===== src/rtl/instruction_fetch.sv =====
`default_nettype none
// ============================================================================
// Module   : instruction_fetch
// Purpose  : Pipeline fetch stage. Holds the program counter, selects the
//            next PC from prioritized redirects/stall, and loads the IF/ID
//            pipeline register (instruction, PC+4, valid) for decode.
//            Also counts every valid instruction handed to decode.
// Ports    :
//   clk          in   1   single clock, rising edge
//   reset        in   1   synchronous active-high reset
//   imem_addr    out  32  fetch address (current PC)
//   imem_instr   in   32  instruction word for imem_addr (same cycle)
//   stall        in   1   hold PC and IF/ID
//   flush        in   1   load bubble into IF/ID
//   exc          in   1   redirect to EXC_PC
//   br_taken/br_target   in 1/32  taken-branch redirect
//   jr/jr_target         in 1/32  register-jump redirect
//   jmp/jmp_target       in 1/32  direct-jump redirect
//   if_id_instr  out  32  registered instruction
//   if_id_pc4    out  32  registered PC+4 of that instruction
//   if_id_valid  out  1   1 = real instruction, 0 = bubble
//   fetch_count  out  32  number of valid loads into IF/ID
// Revision : 1.0 - initial release
// ============================================================================
module instruction_fetch #(
  parameter logic [31:0] RESET_PC = 32'h0000_0000,
  parameter logic [31:0] EXC_PC   = 32'h8000_0004
) (
  input  logic        clk,
  input  logic        reset,
  output logic [31:0] imem_addr,
  input  logic [31:0] imem_instr,
  input  logic        stall,
  input  logic        flush,
  input  logic        exc,
  input  logic        br_taken,
  input  logic [31:0] br_target,
  input  logic        jr,
  input  logic [31:0] jr_target,
  input  logic        jmp,
  input  logic [31:0] jmp_target,
  output logic [31:0] if_id_instr,
  output logic [31:0] if_id_pc4,
  output logic        if_id_valid,
  output logic [31:0] fetch_count
);

  localparam logic [31:0] c_nop      = 32'h0000_0000;
  localparam logic [31:0] c_align    = 32'hFFFF_FFFC;

  logic [31:0] r_pc;
  logic [31:0] r_if_id_instr;
  logic [31:0] r_if_id_pc4;
  logic        r_if_id_valid;
  logic [31:0] r_fetch_count;

  logic [31:0] w_pc4;
  logic        w_redirect;
  logic [31:0] w_target;

  // Natural 32-bit overflow gives the required wrap from FFFF_FFFC to 0.
  assign w_pc4      = r_pc + 32'd4;
  assign w_redirect = exc | br_taken | jr | jmp;

  // Redirect target in priority order; lower-priority targets are ignored.
  always_comb begin
    w_target = jmp_target;
    if (exc)           w_target = EXC_PC;
    else if (br_taken) w_target = br_target;
    else if (jr)       w_target = jr_target;
  end

  always_ff @(posedge clk) begin
    if (reset) begin
      r_pc          <= RESET_PC;
      r_if_id_instr <= c_nop;
      r_if_id_pc4   <= 32'h0;
      r_if_id_valid <= 1'b0;
      r_fetch_count <= 32'h0;
    end else if (w_redirect) begin
      // Redirect wins over stall and always squashes the wrong-path fetch.
      r_pc          <= w_target & c_align;
      r_if_id_instr <= c_nop;
      r_if_id_pc4   <= 32'h0;
      r_if_id_valid <= 1'b0;
    end else begin
      if (!stall) begin
        r_pc <= w_pc4;
      end
      if (flush) begin
        r_if_id_instr <= c_nop;
        r_if_id_pc4   <= 32'h0;
        r_if_id_valid <= 1'b0;
      end else if (!stall) begin
        r_if_id_instr <= imem_instr;
        r_if_id_pc4   <= w_pc4;
        r_if_id_valid <= 1'b1;
        r_fetch_count <= r_fetch_count + 32'd1;
      end
    end
  end

  assign imem_addr   = r_pc;
  assign if_id_instr = r_if_id_instr;
  assign if_id_pc4   = r_if_id_pc4;
  assign if_id_valid = r_if_id_valid;
  assign fetch_count = r_fetch_count;

endmodule
`default_nettype wire

===== config.mk =====
export PLATFORM = sky130hd
export DESIGN_NAME = instruction_fetch
export DESIGN_NICKNAME = d
export VERILOG_FILES = /design/src/rtl/instruction_fetch.sv
export SDC_FILE = /design/constraint.sdc
export NUM_CORES = 1
export LEC_CHECK = 0
export ABC_AREA = 1
export BUFFER_PORTS_ARGS = -buffer_cell sky130_fd_sc_hd__buf_4
export CORE_UTILIZATION = 50
export CTS_BUF_LIST = sky130_fd_sc_hd__clkbuf_8
export DETAILED_ROUTE_END_ITERATION = 8
export GPL_TIMING_DRIVEN = 0
export PLACE_DENSITY = 0.92
export SETUP_SLACK_MARGIN = 0.2
export SLEW_MARGIN = 20
export SYNTH_ARGS = -nofsm -noshare
export SYNTH_HDL_FRONTEND = slang
export SYNTH_SLANG_ARGS = --single-unit

===== constraint.sdc =====
create_clock -name clk -period 2.1 [get_ports clk]
set_clock_uncertainty 0.15 [all_clocks]
set_input_delay 0 -clock clk [delete_from_list [all_inputs] [get_ports clk]]
set_output_delay 0 -clock clk [all_outputs]
set_load 0.05 [all_outputs]

# After elaboration in Yosys (flattened, before gate mapping)
# Cells that the tools add are included.
dict set report word_totals {
  inputBits 136
  regBits 129
  word_cells 23
  output_inout_bits 129
}
dict set report classes {
  n_eq_ne 1
  reduce_logical 3
  addsub 2
  muxes 5
  bitwise 6
}
# cell n
set op_table {}
lappend op_table {{$mux W32} 5}
lappend op_table {{$add A32 B1 Y32 const B} 1}
lappend op_table {{$add A32 B3 Y32 const B} 1}
lappend op_table {{$not A1 Y1} 3}
lappend op_table {{$or A1 B1 Y1} 3}
lappend op_table {{$reduce_and A3 Y1} 1}
lappend op_table {{$reduce_or A3 Y1} 1}
lappend op_table {{$ne A2 B1 Y1 const B} 1}
lappend op_table {{$reduce_or A2 Y1} 1}

# Logic depth before layout (Yosys ltp)
# Gate-level depths: netlist of run 1.
dict set report logic_depth {
  depth_word 5
  depth_mapped 12
  depth_no_buf 11
}

# Least setup slack after synthesis of run 1
# Ideal clock, no wire load.
dict set report synth_path {
  path_type {reg-to-reg}
  start {reg r_pc[2] (netlist: imem_addr[2])}
  end {reg r_pc[26] (netlist: imem_addr[26])}
  required_time_ns 1.835
  path_buffers 0
  setup_time_ns 0.115
  setup_slack_ns -0.074
  synth_period_minus_slack_ns 2.174
  stages_incl_launch_ff 10
  t_arrival_ns 1.910
  cell_sequence {dfxtp_1 -> ha_1 -> nand2_1 -> nor2_1 -> nand2_1 -> nor2_2 -> nand3_1 -> nand3_1 -> nor2_1 -> o21a_1}
}
dict set report synth_via {
  elab_chain_len 3
}
# item line_no
set synth_lines {}
lappend synth_lines {{start, declared} 51} ;# logic [31:0] r_pc;
lappend synth_lines {{start signal, assigned} 82} ;# r_pc <= w_target & c_align;
lappend synth_lines {{start signal, assigned} 88} ;# r_pc <= w_pc4;
lappend synth_lines {{$add A32 B3 Y32} 62} ;# assign w_pc4 = r_pc + 32'd4;
lappend synth_lines {{$mux W32} 87} ;# if (!stall) begin
lappend synth_lines {{$mux W32} 80} ;# end else if (w_redirect) begin
# Every way passes these cells. The select of a mux whose other input is x is not followed.
# A chain may end at the register's enable or synchronous reset.

# Final worst setup path of run 1
dict set report layout_path {
  start {reg r_pc[2] (netlist: imem_addr[2])}
  end {reg r_pc[22] (netlist: imem_addr[22])}
}
# The elaborated chain is that of the path after synthesis.

==> results of run 1 <==
## cell usage after synthesis (all sizes together), types with 2 or more instances
master,instances
nand4,14
o22ai,4
ha,2
nor2,112
a21oi,138
o21ai,54
xnor2,6
buf,23
nor3b,2
clkbuf,30
or2,3
a31oi,5
nor3,18
inv,75
dfxtp,125
nand3,67
o21a,7
nand2,292
xor2,8
and3,4
o211ai,9
## kinds of logic after synthesis
logic type	Yosys count
AOI/OAI and AO/OA	220
xor gates and xnor gates	14
adders and majority gates	2
buffers and inverters	129
DFF	125
other	1
and+or+nand+nor	514
## stage by stage
step,std cells,hold slack [ns],instance area (um2)
2_1_floorplan,1008,-0.005333,6623
3_3_place_gp,1431,0.1013,8722
3_5_place_dp,1431,0.1106,8722
4_1_cts,1554,-0.1294,10070
5_1_grt,1562,0.03248,10260
6_report,1562,0.02279,10260
## worst max-delay path: cells and delay by family (launching register included)
kind                       cells  cell delay (ns)
AOI/OAI and AO/OA              1             0.18
adders and majority gates      1             0.22
and+or+nand+nor                7             0.87
DFF                            1             0.38
## power breakdown
group / total, mW / internal [mW] / switching [mW]
sequential: 2.48 / 2.41 / 0.0714
combinational: 0.999 / 0.447 / 0.553
clock: 2.24 / 1.11 / 1.13
total: 5.72 / 3.96 / 1.76
## flip-flops by register name, indices dropped and copies added (netlist names)
register     cells
fetch_count     32
if_id_instr     32
if_id_pc4       30
imem_addr       30
if_id_valid      1
## cells in the final DEF, fill, tap and decap left out, types with 18 or more instances in the layout
cell type	count
a21oi_1	136
clkbuf_8	18
nand3_1	62
nor2_1	90
dfxtp_2	22
dlygate4sd3_1	91
nand2_1	283
inv_1	73
clkbuf_1	30
buf_4	265
dfxtp_1	98
o21ai_0	45
## routing by layer
| layer | vias up | global-route usage |
|---|---|---|
| li1 | 4042 | - |
| met1 | 4163 | 0.4648 |
| met4 | 0 | 0.2549 |
| met5 | - | 0 |
| met3 | 183 | 0.1188 |
| met2 | 712 | 0.7105 |
## layout make-up
class / count / area (um2)
multi-input cells: 754 / 3702
clock buffers: 18 / 247.7
inverters: 76 / 285.3
flip-flops and latches: 125 / 2549
repair buffers: 350 / 2860
fillers: 859 / 2462
well taps: 172 / 215.2
plain buffers: 53 / 244.0
clock inverters: 14 / 156.4
## worst max-delay path by stage
| stage | from | endpoint | slack [ns] | cells past startpoint |
|---|---|---|---|---|
| after CTS | fetch_count[0] | fetch_count[20] | 0.17 | 10 |
| final | imem_addr[2] | imem_addr[22] | 0.21 | 9 |
| after detailed placement | fetch_count[0] | fetch_count[20] | 0.01 | 10 |
| after global placement | fetch_count[0] | fetch_count[28] | 0.09 | 10 |
| after global routing | imem_addr[2] | imem_addr[22] | 0.09 | 10 |
| after floorplan | imem_addr[7] | imem_addr[26] | 0.20 | 8 |
## what timing repair did
item,4_1_cts,5_1_grt
pin swaps,1,7
hold endpoints to repair,93,1
resized for setup,10,37
buffers inserted,0,7
hold buffers,91,1
endpoints found under the setup margin,16,44
==> impl_metrics.py, run 1 <==
metrics = {
    "yosys": {
        "yosysWarnings": 0,
        "synth_edf_count": 0,
        "synthArstFlopShare": 0,
        "ys.flop_type": "dfxtp_1",
        "synth_compound_area_frac": 0.1767,
        "synth.area.mux_share": 0,
        "netlist_instances": 1005,
        "avgSynthCellArea_um2": 6.540,
        "ys_seq_elements": 125,
        "synthTopCellsByArea": "dfxtp_1 38%, nand2_1 16%, a21oi_1 11%, nor2_1 5.8%, nand3_1 5.0%",
        "synth_top_family_by_area": "simple AND/OR/NAND/NOR gates",
        "synthAdderAreaFrac": 0.003807,
        "seq_area_frac_synth": 0.3807,
        "syn_area_um2": 6573,
        "yosysTopAreaCell": "dfxtp_1",
        "yosys.area_share.simple": 0.3390,
        "synth-xor-area-share": 0.01866,
        "synth_cell_types": 41,
        "synth_top_area_share": 0.3807,
    },
    "grt": {
        "grt_pass1_vias": 8588,
        "grt_max_degree": 17,
        "grt_pass1_wl_um": 43410,
        "gr-total-overflow": 0,
        "antenna_found_initial": 0,
        "track_usage": 0.4185,
    },
    "setup_path": {
        "cp_cell_sequence": "ha_2 > nand2_2 > nor2_4 > nand2_4 > nor2_4 > nand3_1 > nand3_1 > nor2_1 > o21a_1",
        "required_ns": 2.31,
        "r2r-end": "imem_addr[22]",
        "start_kind": "flip-flop",
        "slowest_stage": "dfxtp_4",
        "crit_type": "reg -> reg",
        "r2r-start": "imem_addr[2]",
        "cp_max_fo": 6,
        "arrival_ns": 2.10,
        "critPathMaxStageDelay_ns": 0.38,
        "critPathCaptureType": "flip-flop",
        "reg2reg_depth": 9,
        "r2r_slack_ns": 0.21,
    },
    "clock_network": {
        "clockBufferDepth": 2,
        "path_clk_slew_ns": 0.08,
        "htree_levels": 4,
        "clkLatencyLatePin_ns": 0.46,
        "cts_tree": "built",
        "cts-root-buf": "clkbuf_8",
        "cts_made_buffers": 17,
        "numClockSinks": 125,
    },
    "sta": {
        "fin_tns_setup_ns": 0,
        "relSlewSlack": 0.5318,
        "fin_crit_ns": 1.889,
        "hold_viol": 0,
        "setup_viol": 0,
        "slew_viol_final": 0,
        "tightest_slew_ns": 0.7023,
        "rsz0062_at_grt": "true",
        "fmax_mhz": 529.2,
        "fin_ws_ns": 0.2105,
        "finalCritPeriodShare": 0.8998,
    },
    "cells_and_area": {
        "layout-drive-gt1-share": 0.2763,
        "diodes": 0,
        "area_delta_synth_final_pct": 56.10,
        "nNetsFinal": 1515,
        "fin_util": 0.8065,
    },
    "route": {
        "via_per_inst": 5.826,
        "top_layer_used": "met4",
        "ant_nets": 0,
        "first_pass_iters": 6,
        "drt_iter0_drc": 1256,
        "vias": 9100,
        "finalWirelength_um": 29090,
        "drc": 0,
        "met2_length_um": 14150,
        "wire_per_inst_um": 18.62,
        "route.met3.wl_um": 3103,
        "wl_met1_um": 10190,
    },
    "pwr": {
        "power.total_mw": 5.719,
        "leakage_nw": 4.470,
        "power_density_nw_per_um2": 557.4,
        "ir_drop_mv": 0.6015,
    },
    "die": {
        "core_um2": 12720,
        "ios": 265,
        "dieArea_um2": 13610,
        "die_w_um": 116.7,
        "std_cell_rows": 41,
        "die_height_um": 116.7,
        "start_util": 0.5166,
    },
    "placement": {
        "globalplace.congestion": 0.9942,
        "place_ws_ns": 0.01225,
        "dp_hpwl_um": 18690,
        "io_buffer_count": 251,
    },
    "flow_run": {
        "cap_viol_max_count": 0,
    },
    "hold_path": {
        "whs_path_depth": 4,
        "min_path_type": "in -> reg",
        "hold_end": "if_id_pc4[18]",
        "worst_hold_startpoint": "stall",
    },
    "status": {
        "status": "complete, no violations",
    },
}
No activity file was read; power rests on OpenSTA's default activity.
==> run 2: changes to the inputs <==
Settings changed: CELL_PAD_IN_SITES_DETAIL_PLACEMENT set to 0, CELL_PAD_IN_SITES_GLOBAL_PLACEMENT set to 1, CORE_UTILIZATION 50 to 34, PLACE_DENSITY 0.92 to 0.93.
==> impl_metrics.py, run 2 (same netlist as run 1, synthesis figures left out) <==
metrics = {
    "route": {
        "first_pass_iters": 6,
        "drt_iter0_drc": 501,
        "finalWirelength_um": 25590,
        "via_per_inst": 4.967,
        "vias": 8201,
        "wire_per_inst_um": 15.50,
        "drc": 0,
        "ant_nets": 0,
    },
    "sta": {
        "rsz0062_at_grt": "false",
        "fmax_mhz": 538.2,
        "fin_tns_setup_ns": 0,
        "setup_viol": 0,
        "finalCritPeriodShare": 0.8848,
        "tightest_slew_ns": 0.6547,
        "hold_viol": 0,
        "holdWs_ns": 0.008007,
        "fin_crit_ns": 1.858,
        "relSlewSlack": 0.5635,
        "slew_viol_final": 0,
    },
    "die": {
        "ios": 265,
        "std_cell_rows": 50,
        "core_um2": 18830,
        "die_height_um": 141.0,
        "die_w_um": 141.0,
        "start_util": 0.3490,
        "dieArea_um2": 19890,
    },
    "setup_path": {
        "slowest_stage": "dfxtp_4",
        "critPathCaptureType": "flip-flop",
        "cp_top_family": "simple AND/OR/NAND/NOR gates",
        "arrival_ns": 2.09,
        "start_kind": "flip-flop",
        "critPathMostFrequentCell": "nand2_1",
        "cp_cell_sequence": "ha_2 > nand2_2 > nor2_2 > nand2_1 > nor2_4 > xnor2_1 > nor2_1 > nand2_1 > a21oi_1",
        "critPathMaxStageDelay_ns": 0.37,
        "crit_buf_inv": 0,
        "required_ns": 2.34,
        "cp_max_fo": 6,
        "crit_type": "reg -> reg",
    },
    "grt": {
        "gr-total-overflow": 0,
        "grt_pass1_vias": 7709,
        "grt_max_degree": 17,
        "track_usage": 0.2543,
        "grt_pass1_wl_um": 39240,
        "antenna_found_initial": 0,
    },
    "clock_network": {
        "path_clk_slew_ns": 0.09,
        "cts_tree": "built",
        "htree_levels": 4,
        "clockBufferDepth": 2,
        "cts_made_buffers": 17,
        "cts-root-buf": "clkbuf_8",
        "clkLatencyLatePin_ns": 0.46,
        "numClockSinks": 125,
    },
    "flow_run": {
        "cap_viol_max_count": 0,
    },
    "placement": {
        "dp_hpwl_um": 18820,
        "globalplace.congestion": 0.9371,
        "io_buffer_count": 251,
        "post_dp_cell_area_um2": 8832,
    },
    "cells_and_area": {
        "layout_commonest_cell": "nand2_1",
        "finish.instance_area_um2": 10400,
        "area_delta_synth_final_pct": 58.23,
        "nNetsFinal": 1517,
        "diodes": 0,
        "most-common-layout-cells": "284 x nand2_1, 264 x buf_4, 138 x a21oi_1",
        "layout-drive-gt1-share": 0.2710,
    },
    "pwr": {
        "power_density_nw_per_um2": 549.1,
        "ir_drop_mv": 0.3572,
        "power.total_mw": 5.711,
        "leakage_nw": 4.475,
    },
    "hold_path": {
        "min_path_type": "in -> reg",
    },
    "status": {
        "status": "complete, no violations",
    },
}
## run 2: final cells by class
type                    count  area [um2]
plain buffers              53       246.5
fillers                  1844        8431
inverters                  76       285.3
well taps                 260       325.3
multi-input cells         754        3704
flip-flops and latches    125        2542
repair buffers            352        2883
clock inverters            13       166.4
clock buffers              18       247.7
## run 2: final timing paths
kind | start | end | slack (ns) | cells past startpoint
setup / recovery | imem_addr[2] | imem_addr[16] | 0.24 | 9
hold / removal | jmp_target[28] | imem_addr[28] | 0.008 | 7
setup reg to reg | imem_addr[2] | imem_addr[16] | 0.24 | 9
hold reg to reg | fetch_count[15] | fetch_count[15] | 0.31 | 1
## run 2: worst min-delay path, delay by kind of cell
| family | cells | cell delay (ns) |
|---|---|---|
| AO/OA/AOI/OAI | 3 | 0.28 |
| buffers and inverters | 1 | 0.11 |
| AND/OR/NAND/NOR | 3 | 0.18 |
## run 2: power by group
part	internal [mW]	total, mW	switching (mW)	leakage, nW
logic	0.450	0.973	0.524	3.24
registers	2.41	2.47	0.0636	1.02
clock network	1.21	2.27	1.06	0.207
## run 2: layer usage
layer,up-vias,GRT usage,routed length [um]
li1,4045,-,-
met4,0,0.1161,930
met1,3742,0.3001,10400
met2,351,0.4289,12280
met3,63,0.06997,1981
met5,-,0,0
## run 2: through the flow
step	util	worst slack (ns)	instances
final	0.5523	0.2418	1651
after floorplan	-	0.2001	1008
after CTS	0.5425	0.1779	1645
after global placement	0.4690	0.07482	1519
after detailed placement	0.4690	0.03155	1519
after global routing	0.5523	0.1805	1651
## run 2: timing repair
item / in CTS / in global routing
setup endpoints to repair: 15 / 53
hold endpoints to repair: 100 / 0
gates resized for setup: 5 / 39
pin swaps: 0 / 10
buffers inserted: 0 / 6
hold buffers: 95 / 0
cloned: 0 / 0
==> run 3: changes to the inputs <==
Settings changed: CORE_UTILIZATION 34 to 31, PLACE_DENSITY 0.93 to 0.9.
Clock period 2.1 ns to 1.55 ns, I/O delays scaled along.
==> impl_metrics.py, run 3 (same netlist as run 1, synthesis figures left out) <==
metrics = {
    "status": {
        "status": "finished, violations left",
        "violations": "hold timing, setup timing",
    },
    "clock_network": {
        "clkLatencyLatePin_ns": 0.45,
        "htree_levels": 4,
        "cts_made_buffers": 17,
        "path_clk_slew_ns": 0.08,
        "cts-root-buf": "clkbuf_8",
        "cts_tree": "built",
        "clockBufferDepth": 2,
        "numClockSinks": 125,
    },
    "sta": {
        "finalCritPeriodShare": 1.158,
        "fin_crit_ns": 1.795,
        "hold_viol": 30,
        "rsz0062_at_grt": "true",
        "tightest_slew_ns": 0.7910,
        "holdWs_ns": -0.1949,
        "fin_tns_setup_ns": -7.293,
        "fmax_mhz": 557.2,
        "fin_ws_ns": -0.2447,
        "relSlewSlack": 0.4727,
        "slew_viol_final": 0,
        "setup_viol": 68,
    },
    "placement": {
        "dp.cells": 1529,
        "globalplace.congestion": 0.9217,
        "io_buffer_count": 251,
        "place_ws_ns": -0.2901,
        "dp_hpwl_um": 19620,
    },
    "setup_path": {
        "crit_buf_inv": 4,
        "critPathMaxStageDelay_ns": 0.38,
        "slowest_stage": "dfxtp_4",
        "critPathLaunch": "imem_addr[3]",
        "required_ns": 1.77,
        "cp_max_fo": 4,
        "r2r-end": "imem_addr[7]",
        "start_kind": "flip-flop",
        "crit_type": "reg -> reg",
        "critPathMostFrequentCell": "buf_4",
        "cp_top_family": "buffers and inverters",
        "arrival_ns": 2.01,
        "cp.depth": 9,
        "reg2reg_depth": 9,
        "cp_cell_sequence": "buf_4 > buf_4 > nand3_4 > nor2_4 > buf_4 > buf_6 > xor2_2 > o21ai_1 > a21oi_1",
        "r2r_slack_ns": -0.24,
        "critPathCaptureType": "flip-flop",
        "r2r-start": "imem_addr[3]",
    },
    "cells_and_area": {
        "layout_commonest_cell": "buf_4",
        "most-common-layout-cells": "296 x buf_4, 236 x nand2_1, 117 x a21oi_1, 117 x dlygate4sd3_1, 66 x dfxtp_1",
        "layout-drive-gt1-share": 0.4330,
        "final_cells": 1755,
        "area_delta_synth_final_pct": 87.42,
        "diodes": 0,
        "nNetsFinal": 1610,
    },
    "hold_path": {
        "worst_hold_startpoint": "flush",
        "whs_path_depth": 4,
        "min_path_type": "in -> reg",
        "hold_end": "fetch_count[7]",
    },
    "grt": {
        "antenna_found_initial": 0,
        "gr-total-overflow": 0,
        "grt_pass1_wl_um": 43560,
        "grt_max_degree": 17,
        "track_usage": 0.2561,
        "grt_pass1_vias": 8577,
    },
    "die": {
        "start_util": 0.3207,
        "core_um2": 20490,
        "die_w_um": 147.6,
        "std_cell_rows": 52,
        "dieArea_um2": 21790,
        "ios": 265,
        "die_height_um": 147.6,
    },
    "route": {
        "first_pass_iters": 5,
        "ant_nets": 0,
        "drt_iter0_drc": 471,
        "vias": 8825,
        "wire_per_inst_um": 16.63,
        "finalWirelength_um": 29180,
        "via_per_inst": 5.028,
        "drc": 0,
    },
    "pwr": {
        "power.total_mw": 7.682,
        "power_density_nw_per_um2": 623.7,
        "ir_drop_mv": 0.5553,
        "leakage_nw": 5.288,
    },
    "flow_run": {
        "cap_viol_max_count": 0,
    },
}
## run 3: worst max-delay path by stage
stage	end	slack [ns]
finish	imem_addr[7]	-0.24
global route	imem_addr[7]	-0.31
CTS	if_id_pc4[18]	-0.15
detailed placement	imem_addr[16]	-0.29
global placement	imem_addr[16]	-0.25
floorplan	if_id_pc4[14]	-0.14
## run 3: worst register-to-register path, cell delays in order, from the launching register on
cell and delay (ns):
dfxtp_4 0.38, buf_4 0.11, buf_4 0.11, nand3_4 0.10, nor2_4 0.15, buf_4 0.13, buf_6 0.09, xor2_2 0.20
o21ai_1 0.10, a21oi_1 0.18
## run 3: per-stage QoR
stage                 util  cell area (um2)
CTS                 0.5711            11700
floorplan                -             7041
detailed placement  0.4520             9263
global placement    0.4520             9263
global route        0.6010            12320
finish              0.6010            12320
## run 3: area by class of cell
type                            count  area (um2)
Clock inverter                     14       128.9
Inverter                           76       297.8
Clock buffer                       18       247.7
Multi-Input combinational cell    754        4544
Sequential cell                   125        2706
Buffer                             53       246.5
Tap cell                          270       337.8
Timing Repair Buffer              445        3809
Fill cell                        1816        8177
## run 3: report_power, final
part | internal (mW) | switching, mW
sequential | 3.20 | 0.0964
combinational | 0.707 | 0.808
clock | 1.34 | 1.53
total | 5.25 | 2.43
## run 3: routing by layer
metal / track usage / part of all wire
met2: 0.4519 / 0.50
met4: 0.1345 / 0.048
met1: 0.2885 / 0.39
met3: 0.05525 / 0.066
met5: 0 / 0
## run 3: timing repair
item	in CTS	in global routing
gates resized for setup	112	122
hold endpoints to repair	95	24
setup endpoints to repair	75	89
hold buffers	113	4
pin swaps	47	70
setup buffers	58	19
